[src/rtl/vit_pkg.sv]
// Shared types and defaults for the Viterbi output reorder stage.
package vit_pkg;

  localparam int DEF_BLK_LEN = 64;
  localparam int DEF_ADDR_W  = $clog2(DEF_BLK_LEN);

  typedef logic                  bank_idx_t;
  typedef logic [DEF_ADDR_W-1:0] blk_addr_t;

endpackage

[src/rtl/vit_out_reorder_if.sv]
// Traceback-side and consumer-side signals of the reorder stage.
// With VIT_REORDER_BLKCNT_EN defined, the bus also carries the block counter.
interface vit_out_reorder_if;

  logic enable;
  logic selection;
  logic d_in;
  logic wr_en_in;
  logic d_o;
  logic valid_o;
  logic ready_i;
  logic overflow;
`ifdef VIT_REORDER_BLKCNT_EN
  logic [15:0] blk_cnt;

  modport master (
    output enable, selection, d_in, wr_en_in, ready_i,
    input  d_o, valid_o, overflow, blk_cnt
  );
  modport slave (
    input  enable, selection, d_in, wr_en_in, ready_i,
    output d_o, valid_o, overflow, blk_cnt
  );
`else
  modport master (
    output enable, selection, d_in, wr_en_in, ready_i,
    input  d_o, valid_o, overflow
  );
  modport slave (
    input  enable, selection, d_in, wr_en_in, ready_i,
    output d_o, valid_o, overflow
  );
`endif

endinterface

[src/rtl/vit_reorder_bank.sv]
// Bit storage for both ping-pong banks (bank index is the address MSB).
// Registered read port; the read register is the stage's output bit.
module vit_reorder_bank #(
  parameter int DEPTH = 128,
  parameter int AW    = $clog2(DEPTH)
) (
  input  logic          clk,
  input  logic          rst,
  input  logic          clr,
  input  logic          wr_en,
  input  logic [AW-1:0] wr_addr,
  input  logic          wr_data,
  input  logic          rd_en,
  input  logic [AW-1:0] rd_addr,
  output logic          rd_data
);

  logic mem [DEPTH];

  always_ff @(posedge clk) begin
    if (wr_en) mem[wr_addr] <= wr_data;
  end

  always_ff @(posedge clk or negedge rst) begin
    if (!rst)       rd_data <= 1'b0;
    else if (clr)   rd_data <= 1'b0;
    else if (rd_en) rd_data <= mem[rd_addr];
  end

endmodule

[src/rtl/vit_out_reorder.sv]
// Reverses newest-first traceback blocks into time order using two ping-pong banks.
// Optional block counter output enabled by VIT_REORDER_BLKCNT_EN.
module vit_out_reorder
  import vit_pkg::*;
#(
  parameter int BLK_LEN = DEF_BLK_LEN
) (
  input logic              clk,
  input logic              rst,
  vit_out_reorder_if.slave bus
);

  localparam int                ADDR_W = $clog2(BLK_LEN);
  localparam logic [ADDR_W-1:0] LAST   = ADDR_W'(BLK_LEN - 1);

  bank_idx_t         wbank, wbank_n, rbank, rbank_n;
  logic [ADDR_W-1:0] wptr, wptr_n, rptr, rptr_n;
  logic [1:0]        bank_full, full_n;
  logic              valid_q, valid_n, ovf_q, ovf_n, sel_d;
  logic              restart, accept_slot, load, rd_last, wr_req, wr_ok;

  always_comb begin
    restart     = sel_d & ~bus.selection;
    accept_slot = ~valid_q | bus.ready_i;
    load        = accept_slot & bank_full[rbank];
    rd_last     = load & (rptr == LAST);
    full_n      = bank_full;
    wbank_n     = wbank;
    wptr_n      = wptr;
    rbank_n     = rbank;
    rptr_n      = rptr;
    valid_n     = valid_q;
    ovf_n       = ovf_q;

    // A bank emptied by the read side this cycle is writable this cycle.
    if (rd_last) full_n[rbank] = 1'b0;
    wr_req = bus.wr_en_in & ~restart;
    wr_ok  = wr_req & ~full_n[wbank];

    if (restart) begin
      wptr_n = LAST;
    end else if (wr_req) begin
      // Pointer advances even for dropped bits so block framing stays aligned.
      wptr_n = wptr - ADDR_W'(1);
      if (!wr_ok) begin
        ovf_n = 1'b1;
      end else if (wptr == '0) begin
        full_n[wbank] = 1'b1;
        wbank_n       = ~wbank;
      end
    end

    if (load) begin
      valid_n = 1'b1;
      if (rd_last) begin
        rptr_n  = '0;
        rbank_n = ~rbank;
      end else begin
        rptr_n = rptr + ADDR_W'(1);
      end
    end else if (accept_slot) begin
      valid_n = 1'b0;
    end
  end

  always_ff @(posedge clk or negedge rst) begin
    if (!rst) begin
      wbank     <= 1'b0;
      wptr      <= LAST;
      rbank     <= 1'b0;
      rptr      <= '0;
      bank_full <= '0;
      valid_q   <= 1'b0;
      ovf_q     <= 1'b0;
      sel_d     <= 1'b0;
    end else if (!bus.enable) begin
      wbank     <= 1'b0;
      wptr      <= LAST;
      rbank     <= 1'b0;
      rptr      <= '0;
      bank_full <= '0;
      valid_q   <= 1'b0;
      ovf_q     <= 1'b0;
      sel_d     <= 1'b0;
    end else begin
      wbank     <= wbank_n;
      wptr      <= wptr_n;
      rbank     <= rbank_n;
      rptr      <= rptr_n;
      bank_full <= full_n;
      valid_q   <= valid_n;
      ovf_q     <= ovf_n;
      sel_d     <= bus.selection;
    end
  end

  vit_reorder_bank #(
    .DEPTH (2 * BLK_LEN),
    .AW    (ADDR_W + 1)
  ) u_bank (
    .clk     (clk),
    .rst     (rst),
    .clr     (~bus.enable),
    .wr_en   (wr_ok & bus.enable),
    .wr_addr ({wbank, wptr}),
    .wr_data (bus.d_in),
    .rd_en   (load),
    .rd_addr ({rbank, rptr}),
    .rd_data (bus.d_o)
  );

  assign bus.valid_o  = valid_q;
  assign bus.overflow = ovf_q;

`ifdef VIT_REORDER_BLKCNT_EN
  logic        last_q;
  logic [15:0] cnt_q;

  // last_q marks that the bit on d_o closes its block.
  always_ff @(posedge clk or negedge rst) begin
    if (!rst) begin
      last_q <= 1'b0;
      cnt_q  <= '0;
    end else if (!bus.enable) begin
      last_q <= 1'b0;
      cnt_q  <= '0;
    end else begin
      if (valid_q && bus.ready_i && last_q) cnt_q <= cnt_q + 16'd1;
      if (load) last_q <= rd_last;
    end
  end

  assign bus.blk_cnt = cnt_q;
`endif

endmodule

[src/flat_wrapper.sv]
// flat-port wrapper written by rule: the top's interface ports become plain ports
module vit_out_reorder_flat import vit_pkg::*;
#(
  parameter int BLK_LEN = DEF_BLK_LEN
)
  (clk, rst, bus_enable, bus_selection, bus_d_in, bus_wr_en_in, bus_ready_i, bus_d_o, bus_valid_o, bus_overflow);
  vit_out_reorder_if bus_i ();
  input logic clk;
  input logic rst;
  input wire logic [$bits(bus_i.enable)-1:0] bus_enable;
  input wire logic [$bits(bus_i.selection)-1:0] bus_selection;
  input wire logic [$bits(bus_i.d_in)-1:0] bus_d_in;
  input wire logic [$bits(bus_i.wr_en_in)-1:0] bus_wr_en_in;
  input wire logic [$bits(bus_i.ready_i)-1:0] bus_ready_i;
  output wire logic [$bits(bus_i.d_o)-1:0] bus_d_o;
  output wire logic [$bits(bus_i.valid_o)-1:0] bus_valid_o;
  output wire logic [$bits(bus_i.overflow)-1:0] bus_overflow;
  assign bus_i.enable = bus_enable;
  assign bus_i.selection = bus_selection;
  assign bus_i.d_in = bus_d_in;
  assign bus_i.wr_en_in = bus_wr_en_in;
  assign bus_i.ready_i = bus_ready_i;
  assign bus_d_o = bus_i.d_o;
  assign bus_valid_o = bus_i.valid_o;
  assign bus_overflow = bus_i.overflow;
  vit_out_reorder #(.BLK_LEN(BLK_LEN)) u_core (.clk(clk), .rst(rst), .bus(bus_i));
endmodule
[config.mk]
export PLATFORM = sky130hd
export DESIGN_NAME = vit_out_reorder_flat
export DESIGN_NICKNAME = d
export VERILOG_FILES = /design/src/rtl/vit_pkg.sv /design/src/rtl/vit_out_reorder_if.sv /design/src/rtl/vit_reorder_bank.sv /design/src/rtl/vit_out_reorder.sv /design/src/flat_wrapper.sv
export SDC_FILE = /design/constraint.sdc
export NUM_CORES = 1
export LEC_CHECK = 0
export BUFFER_PORTS_ARGS = -buffer_cell sky130_fd_sc_hd__buf_4
export CORE_ASPECT_RATIO = 1.25
export CORE_MARGIN = 3
export CORE_UTILIZATION = 50
export CTS_CLUSTER_DIAMETER = 30
export CTS_CLUSTER_SIZE = 40
export DETAILED_ROUTE_END_ITERATION = 10
export GPL_TIMING_DRIVEN = 1
export PLACE_DENSITY = 0.65
export SYNTH_ARGS = -nofsm -noshare
export SYNTH_HDL_FRONTEND = slang
export SYNTH_SLANG_ARGS = --single-unit
[constraint.sdc]
create_clock -name clk -period 2.9 [get_ports clk]
set_input_delay 0.29 -clock clk [delete_from_list [all_inputs] [get_ports clk]]
set_output_delay 0.29 -clock clk [all_outputs]
set_load 0.01 [all_outputs]
Word level (Yosys, flattened, before mapping)
Memories as Yosys holds them, arrays and structs flattened.
Cells that the tools add are included.
W data, S select, Z words.
{ "op_classes": {"add_sub_neg": 2, "n_lt_le_gt_ge": 4, "n_eq_ne": 10, "n_mux": 40, "bitwise_logic": 16, "reduce_logical": 6} }
{ "ops": {"columns": ["op", "n"], "rows": [
  ["$mux W6", 6],
  ["$mux W1", 26],
  ["$mux W2", 6],
  ["$ne A2 B1 Y1 const B", 5],
  ["$add A6 B1 Y6 const B", 1],
  ["$and A1 B1 Y1", 6],
  ["$eq A6 B6 Y1 const B", 1],
  ["$logic_not A6 Y1", 1],
  ["$ne A3 B1 Y1 const B", 2],
  ["$not A1 Y1", 6],
  ["$sub A6 B1 Y6 const B", 1],
  ["$lt A1 B2 Y1 const B", 2],
  ["$ne A2 B2 Y1 const B", 2],
  ["$reduce_and A4 Y1", 1],
  ["$reduce_and A3 Y1", 1],
  ["$and A2 B2 Y2", 1],
  ["$demux W1 S1", 2],
  ["$ge A1 B1 Y1 const B", 2],
  ["$logic_and A1 B1 Y1", 2],
  ["$not A2 Y2", 1],
  ["$or A2 B2 Y2", 1],
  ["$reduce_and A2 Y1", 1],
  ["$or A1 B1 Y1", 1]
]} }
{ "word_totals": {"register_bits": 20, "ramBits": 128, "in_bits": 7, "output_inout_bits": 3, "wordCells": 88, "mem_count": 1} }
{ "memory_table": {"columns": ["name", "words", "width", "rd", "rd_clocked_by_memory_dff", "wr", "line", "text"], "rows": [
  ["u_core.u_bank.mem", 128, 1, 1, 0, 1, "vit_reorder_bank.sv:18", "logic mem [DEPTH];"]
]} }

Logic depth before layout (Yosys ltp)
Gate-level depths: netlist of run 1.
{ "logic_depth": {"word_depth": 15, "depth_mapped": 9, "ltp_nobuf": 7} }

Cells and area by module
A second synthesis of run 1 with hierarchy kept.
{ "unflattened": {"hier_cells": 502, "area_unflattened_um2": 6755.2} }
{ "by_module_without_submodules": {"columns": ["mod", "instances", "cells_each", "area_each_um2", "seq_area_each_um2"], "rows": [
  ["vit_reorder_bank", 1, 403, 5765.5, 3868.7],
  ["vit_out_reorder", 1, 99, 989.7, 483.0]
]} }

Worst setup path before layout of run 1
OpenSTA, ideal clock, no wires.
{ "synth_timing": {"kind": "register to register", "from": "register u_core.rptr[0]", "to": "memory u_core.u_bank.mem[90] (enable)", "setup_ns": 0.302, "t_arrival_ns": 2.109, "required_ns": 2.598, "slack_ns": 0.489, "path_stages_with_launch": 10, "n_path_buf": 2, "period_less_slack_ns": 2.411, "path_cell_list": "dfrtp_1 -> ha_1 -> nand3_1 -> nand4bb_4 -> o211ai_2 -> o211ai_1 -> or4_1 -> buf_2 -> buf_6 -> nor2_1"} }
{ "synth_between": {"elab_chain_cells": 10} }
{ "synth_rtl": {"columns": ["item", "line", "text"], "rows": [
  ["start, declared", "vit_out_reorder.sv:17", "logic [ADDR_W-1:0] wptr, wptr_n, rptr, rptr_n;"],
  ["start signal, assigned", "vit_out_reorder.sv:89", "rptr <= rptr_n;"],
  ["$eq A6 B6 Y1", "vit_out_reorder.sv:26", "rd_last = load & (rptr == LAST);"],
  ["$and A1 B1 Y1", "vit_out_reorder.sv:26", null],
  ["$mux W2", "vit_out_reorder.sv:36", "if (rd_last) full_n[rbank] = 1'b0;"],
  ["$mux W1 (not written as such) (2 in series)", "vit_out_reorder.sv:38", "wr_ok = wr_req & ~full_n[wbank];"],
  ["$not A1 Y1", "vit_out_reorder.sv:38", null],
  ["$and A1 B1 Y1", "vit_out_reorder.sv:38", null],
  ["$and A1 B1 Y1", "vit_out_reorder.sv:104", ".wr_en (wr_ok & bus.enable),"],
  ["$mux W1", "vit_reorder_bank.sv:21", "if (wr_en) mem[wr_addr] <= wr_data;"],
  ["$mux W1 (not written as such)", "vit_reorder_bank.sv:21", null],
  ["end, declared", "vit_reorder_bank.sv:18", null]
]} }
No other way between the ends. The select of a mux whose other input is x is not followed.

Worst setup path in the final report of run 1
{ "layout_timing": {"from": "register u_core.rptr[0]", "to": "memory u_core.u_bank.mem[116] (enable)"} }
Same word-level chain as after synthesis.

==> results by group, run 1 <==
CTS
  • H-tree Lvls: 4
  • Clk root buf: clkbuf_16
  • Clock sink count: 148
  • CTS Buffer Depth: 2
  • Clk slew on worst S/H paths: about 0.06 ns
  • Insertion delay to the later sink of the worst-skew pair: 0.41 ns
  • Total CTS buffers: 17
  • TritonCTS clock tree: yes

Drt
  • Drt first pass iters: 6
  • Drt first-iter violations: 398
  • Vias/cell: 5.86
  • Avg WL per Cell: 20.0 um
  • DRC viols: 0
  • Final wirelength: 14100 um
  • Post-route antenna net violation count: 0
  • Vias: 4144

STA
  • Max-slew headroom: 27.8%
  • Final period utilization: 89.6%
  • Worst slew pin tran: between 1 and 1.5 ns
  • Setup Skew: 0.00765 ns
  • Total negative slack: 0 ns
  • Max Fclk: approximately 0.38 GHz
  • Clock period minus worst slack: 2.60 ns
  • Final Hold Fails: 0
  • Final Max Tran Viols: 0
  • RSZ-0062 raised after global routing: false
  • Final setup violation count: 0

Synthesis
  • Unique masters post-synth: 49
  • Number of flops mapped to enable cells by yosys: approximately 130
  • Synth area leader: edfxtp_1
  • Seq/Total Area, Yosys: 64.1%
  • Syn Std Cell Area: 0.00679 sq mm
  • Synth warn: 0
  • Synth Net Count: 529
  • Post-synth top area share: 56.6%
  • Area contributors post-synth: edfxtp_1, mux4_2, nor2_1, dfrtp_1, dfstp_2
  • Most common cell in the netlist: nor2_1
  • Ys async rst share: between 10% and 20%
  • Mean Syn Cell Area: about 13 sq um
  • Main synth FF type: edfxtp_1
  • Synth top cells by count: nor2_1, edfxtp_1, nand2_1
  • Post-Synthesis Cells: slightly above 500
  • Synthesized flop and latch total: 148

Worst setup path
  • Critical Path Fanout Max: 16
  • Worst path slowest cell: or4_1
  • Data arrival, critical path: 2.71 ns
  • Critical Path, Cell by Cell: ha_1 -> nand3_1 -> nand4bb_4 -> o211ai_2 -> o211ai_1 -> or4_1 -> buf_4 -> nor2_1
  • Crit Path Class: reg2reg
  • CP required: ~3 ns
  • CP startpoint kind: flop
  • Crit path launch: u_core.rptr[0]$_DFFE_PN0P_
  • Slowest Stage Delay on Critical Path: 0.52 ns
  • Worst R2R Start: u_core.rptr[0]$_DFFE_PN0P_
  • CP endpoint kind: flop

Global route
  • Largest net degree at the start of global routing: 129
  • Initial antenna violation count: 0
  • Total GRT Usage: 20.4%
  • Vias in the first global route: 4215
  • First-pass GRT wire length: 22300 um
  • Gr ovfl total: 0

Final layout
  • Fraction of layout instances using a drive strength above 1: roughly 17%
  • Register Area: 0.00435 sq mm
  • Nets: about 530
  • Synth-to-layout area growth: 11.4%
  • Final core utilization: 56.9%
  • Layout fillers: roughly 1100
  • Diode count: 0
  • Multi-input gate area: 0.00223 sq mm

Die
  • Total core area: 0.0133 sq mm
  • Row cnt: 47
  • Die H: between 100 and 150 um
  • Io pins: 10
  • Full die area: 0.0150 sq mm
  • Die Wd: 110 um
  • Initial Util: 51.1%

Min path
  • Min-delay src: bus_selection
  • Hold WC Path Type: in2reg

Run
  • Max Cap Viol: 0

Placement
  • Dpl hpwl: 8400 um
  • Port Buf Inserts: 9
  • GP Congestion: just under 0.8

Power
  • Power density over cell area: about 590 mW/mm^2
  • Leak Pwr: 2.32 nW
  • Max rail drop VDD: 0.359 mV

Run status
  • Status: finished clean
## final timing paths
check                                                    to  slack [ns]  cells past startpoint
min                                  u_core.sel_d$_DFF_PN0_         0.1                      2
max in group asynchronous        u_core.wptr[5]$_DFFE_PN1P_        2.34                      2
max                        u_core.u_bank.mem[116]$_DFFE_PP_        0.30                      8
max reg2reg                u_core.u_bank.mem[116]$_DFFE_PP_        0.30                      8
min reg2reg                 u_core.bus.overflow$_DFFE_PN0P_        0.53                      2
min in group asynchronous   u_core.bus.overflow$_DFFE_PN0P_        0.29                      2
## placed cells by master (no fill, tap or decap), drive strengths merged, types with 2 or more instances in the layout
master    count
a21boi        3
a21oi         4
a221oi        4
a22oi         5
a31oi         2
and2          9
and3          2
and4          2
buf          22
clkbuf       17
clkinv        7
clkinvlp      3
dfrtp        14
dfstp         6
edfxtp      128
ha            3
inv           9
mux2          2
mux2i        13
mux4         28
nand2        29
nand2b        4
nand3        11
nand3b        3
nand4         6
nor2        137
nor2b         9
nor3          9
nor4          3
o211ai        4
o21ai         8
or2           6
or3           4
or4           2
xnor2         8
## layout make-up
type	instances	area share [%]
clock buffer	17	5.62
clock inverter	15	1.72
inverter	5	0.248
multi-input combinational	328	29.5
sequential	148	57.6
tap	171	2.83
timing repair buffer	23	2.48
## registers in the layout, indices dropped and copies added (netlist names)
name                   flops
u_core.rptr                6
u_core.bus.overflow        1
u_core.wptr                6
u_core.wbank               1
u_core.u_bank.rd_data      1
u_core.bank_full           2
u_core.sel_d               1
u_core.u_bank.mem        128
u_core.bus.valid_o         1
u_core.rbank               1
## power breakdown
part	internal (mW)	switching, mW
sequential	2.32	0.00428
combinational	0.0163	0.0564
clock	1.18	0.870
total	3.52	0.930
## stage by stage
| stage | instances | hold slack (ns) | power (mW) | setup slack, ns | cell area (sq um) |
|---|---|---|---|---|---|
| final | 707 | 0.0988 | 4.45 | 0.302 | 7560 |
| after floorplan | 519 | -0.00559 | 2.40 | 0.489 | 6790 |
| after global placement | 674 | 0.183 | 2.44 | 0.384 | 7000 |
| after global routing | 707 | 0.0885 | 4.58 | 0.0955 | 7560 |
| after detailed placement | 674 | 0.183 | 2.44 | 0.344 | 7000 |
| after CTS | 707 | 0.0838 | 4.47 | 0.301 | 7560 |
## cell families (layout without fill, tap and decap cells)
logic type | after synthesis | after routing | synth area share [%]
muxes | 43 | 43 | 11.6
AOI/OAI and AO/OA | 35 | 35 | 3.65
xor gates and xnor gates | 9 | 9 | 1.16
and+or+nand+nor | 238 | 238 | 16.0
buffers and inverters | 43 | 60 | 3.02
DFF | 148 | 148 | 64.1
adders and majority gates | 3 | 3 | 0.553
## worst max-delay path, delay by kind of cell, from the launching register on
kind	cells	cell delay (ns)
simple gates	4	1.05
compound gates	2	0.42
flops	1	0.39
buf+inv	1	0.24
fa+ha+maj	1	0.20
## routing by layer
layer	share of wire (%)	wire, um	vias to the layer above	GRT usage (%)
li1	-	-	1895	-
met5	0	0	-	0
met2	53	7460	97	34.4
met4	1.9	270	0	7.19
met1	41	5760	2134	25.4
met3	4.6	654	18	4.99
## timing repair
action | CTS | global route
hold buffers | 1 | 0
gates resized for setup | 0 | 0
endpoints found under the hold margin | 20 | 0
setup buffers | 0 | 0
Note: power is estimated with default switching activity, not from simulation.
==> run 2, diff against run 1 <==
PLACE_DENSITY = 0.66   (was 0.65)
==> results by group, run 2 (synthesis results as in run 1) <==
Run status
  • Status: finished clean

Worst setup path
  • Critical Path, Cell by Cell: ha_1 -> nand3_1 -> nand4bb_4 -> o211ai_2 -> o211ai_1 -> or4_1 -> buf_4 -> nor2_1
  • CP startpoint kind: flop
  • Reg2reg end: u_core.u_bank.mem[108]$_DFFE_PP_
  • R2R Setup Slk: 0.29 ns
  • Critical Path Fanout Max: 16
  • Slowest Stage Delay on Critical Path: 0.53 ns
  • CP endpoint kind: flop
  • Crit path launch: u_core.rptr[0]$_DFFE_PN0P_
  • Worst R2R Start: u_core.rptr[0]$_DFFE_PN0P_
  • Worst path slowest cell: or4_1
  • Worst setup endpoint: u_core.u_bank.mem[108]$_DFFE_PP_
  • Reg2Reg Depth: 8
  • Crit Path Class: reg2reg
  • Data arrival, critical path: 2.73 ns
  • CP required: between 3 and 4 ns

Die
  • Io pins: 10
  • Initial Util: 51.1%
  • Full die area: 0.0150 sq mm
  • Row cnt: 47
  • Die H: 136 um
  • Die Wd: 110 um
  • Total core area: 0.0133 sq mm

Global route
  • First-pass GRT wire length: 22200 um
  • Vias in the first global route: 4206
  • Largest net degree at the start of global routing: 129
  • Gr ovfl total: 0
  • Initial antenna violation count: 0
  • Total GRT Usage: 20.1%

CTS
  • Clk slew on worst S/H paths: around 0.060 ns
  • Total CTS buffers: 17
  • Insertion delay to the later sink of the worst-skew pair: ~0.42 ns
  • Clock sink count: 148
  • CTS Buffer Depth: 2
  • Clk root buf: clkbuf_16
  • TritonCTS clock tree: yes
  • H-tree Lvls: 4
  • CTS-repair resized insts: 0

STA
  • Worst slew pin tran: 1.07 ns
  • Final Max Tran Viols: 0
  • Final period utilization: about nine tenths
  • Final Hold Fails: 0
  • RSZ-0062 raised after global routing: false
  • Max-slew headroom: 28.4%
  • Total negative slack: 0 ns
  • Max Fclk: 0.382 GHz
  • Final setup violation count: 0
  • Setup Skew: 0.0114 ns
  • Clock period minus worst slack: 2.61 ns

Drt
  • DRC viols: 0
  • Vias: about 4200
  • Avg WL per Cell: 19.9 um
  • Post-route antenna net violation count: 0
  • Drt first-iter violations: approximately 470
  • Vias/cell: 5.88
  • Final wirelength: 14000 um
  • Drt first pass iters: 6

Final layout
  • Nets: 533
  • Commonest non-fill, non-tap cells in the layout: nor2_1, edfxtp_1, nand2_1
  • Top Registers: u_core.u_bank.mem x128, u_core.rptr x6, u_core.wptr x6
  • Diode count: 0
  • Fraction of layout instances using a drive strength above 1: around 18%
  • Max FFs per register: 128
  • Synth-to-layout area growth: 11.6%
  • Most common cell after layout, fill and taps aside: nor2_1
  • Biggest register: u_core.u_bank.mem

Power
  • Power density over cell area: 594 mW/mm^2
  • Leak Pwr: 2.33 nW
  • Power Total: 4.50 mW
  • Max rail drop VDD: 0.365 mV

Run
  • Max Cap Viol: 0

Placement
  • Dpl hpwl: 8260 um
  • Port Buf Inserts: 9
  • GP Congestion: roughly 0.83

Min path
  • Hold WC Path Type: in2reg
==> run 2: timing repair <==
action	in CTS	in global routing
endpoints found under the setup margin	0	0
hold buffers	1	0
endpoints found under the hold margin	19	0
buffers inserted	0	0
==> run 2: worst max-delay path: cells and delay by family, from the launching register on <==
family	cells	cell delay, ns
AOI/OAI and AO/OA	2	0.40
adders and majority gates	1	0.20
buffers and inverters	1	0.24
DFF	1	0.39
and+or+nand+nor	4	1.08
==> run 2: per-layer routing <==
| metal | wire [um] | share of wire [%] | GRT usage [%] |
|---|---|---|---|
| met2 | 7550 | 54 | 34.2 |
| met3 | 689 | 4.9 | 4.56 |
| met1 | 5500 | 39 | 24.8 |
| met5 | 0 | 0 | 0 |
| met4 | 296 | 2.1 | 7.80 |
==> run 2: power breakdown <==
| group | leakage (nW) | switching, mW | total (mW) | internal (mW) |
|---|---|---|---|---|
| clock network | 0.273 | 0.903 | 2.10 | 1.20 |
| registers | 1.41 | 0.00373 | 2.32 | 2.32 |
| logic | 0.646 | 0.0572 | 0.0735 | 0.0162 |
==> run 2: how the worst min path moves through the flow <==
stage / to / start / cells after the start / slack (ns)
global placement: u_core.bus.overflow$_DFFE_PN0P_ / rst / 1 / 0.19
finish: u_core.sel_d$_DFF_PN0_ / bus_selection / 2 / 0.09
floorplan: u_core.bank_full[0]$_DFF_PN0_ / rst / 0 / -0.006
detailed placement: u_core.bus.overflow$_DFFE_PN0P_ / rst / 1 / 0.19
CTS: u_core.sel_d$_DFF_PN0_ / bus_selection / 2 / 0.08
global route: u_core.sel_d$_DFF_PN0_ / bus_selection / 2 / 0.09
==> run 2: layout make-up <==
| class | count | area (sq um) |
|---|---|---|
| clock buffer | 17 | 425 |
| timing repair buffer | 23 | 188 |
| tap | 171 | 214 |
| inverter | 5 | 18.8 |
| sequential | 148 | 4350 |
| multi-input combinational | 328 | 2230 |
| clock inverter | 15 | 144 |
| fill | 1095 | 5710 |
==> run 2: stage by stage <==
stage	cells	util [%]	worst slack (ns)	hold slack, ns	instance area (sq um)
5_1_grt	707	57.0	0.124	0.0937	7580
4_1_cts	707	57.0	0.301	0.0775	7580
6_report	707	57.0	0.285	0.0935	7580
3_3_place_gp	674	52.7	0.390	0.185	7000
3_5_place_dp	674	52.7	0.324	0.190	7000
2_1_floorplan	519	-	0.489	-0.00559	6790
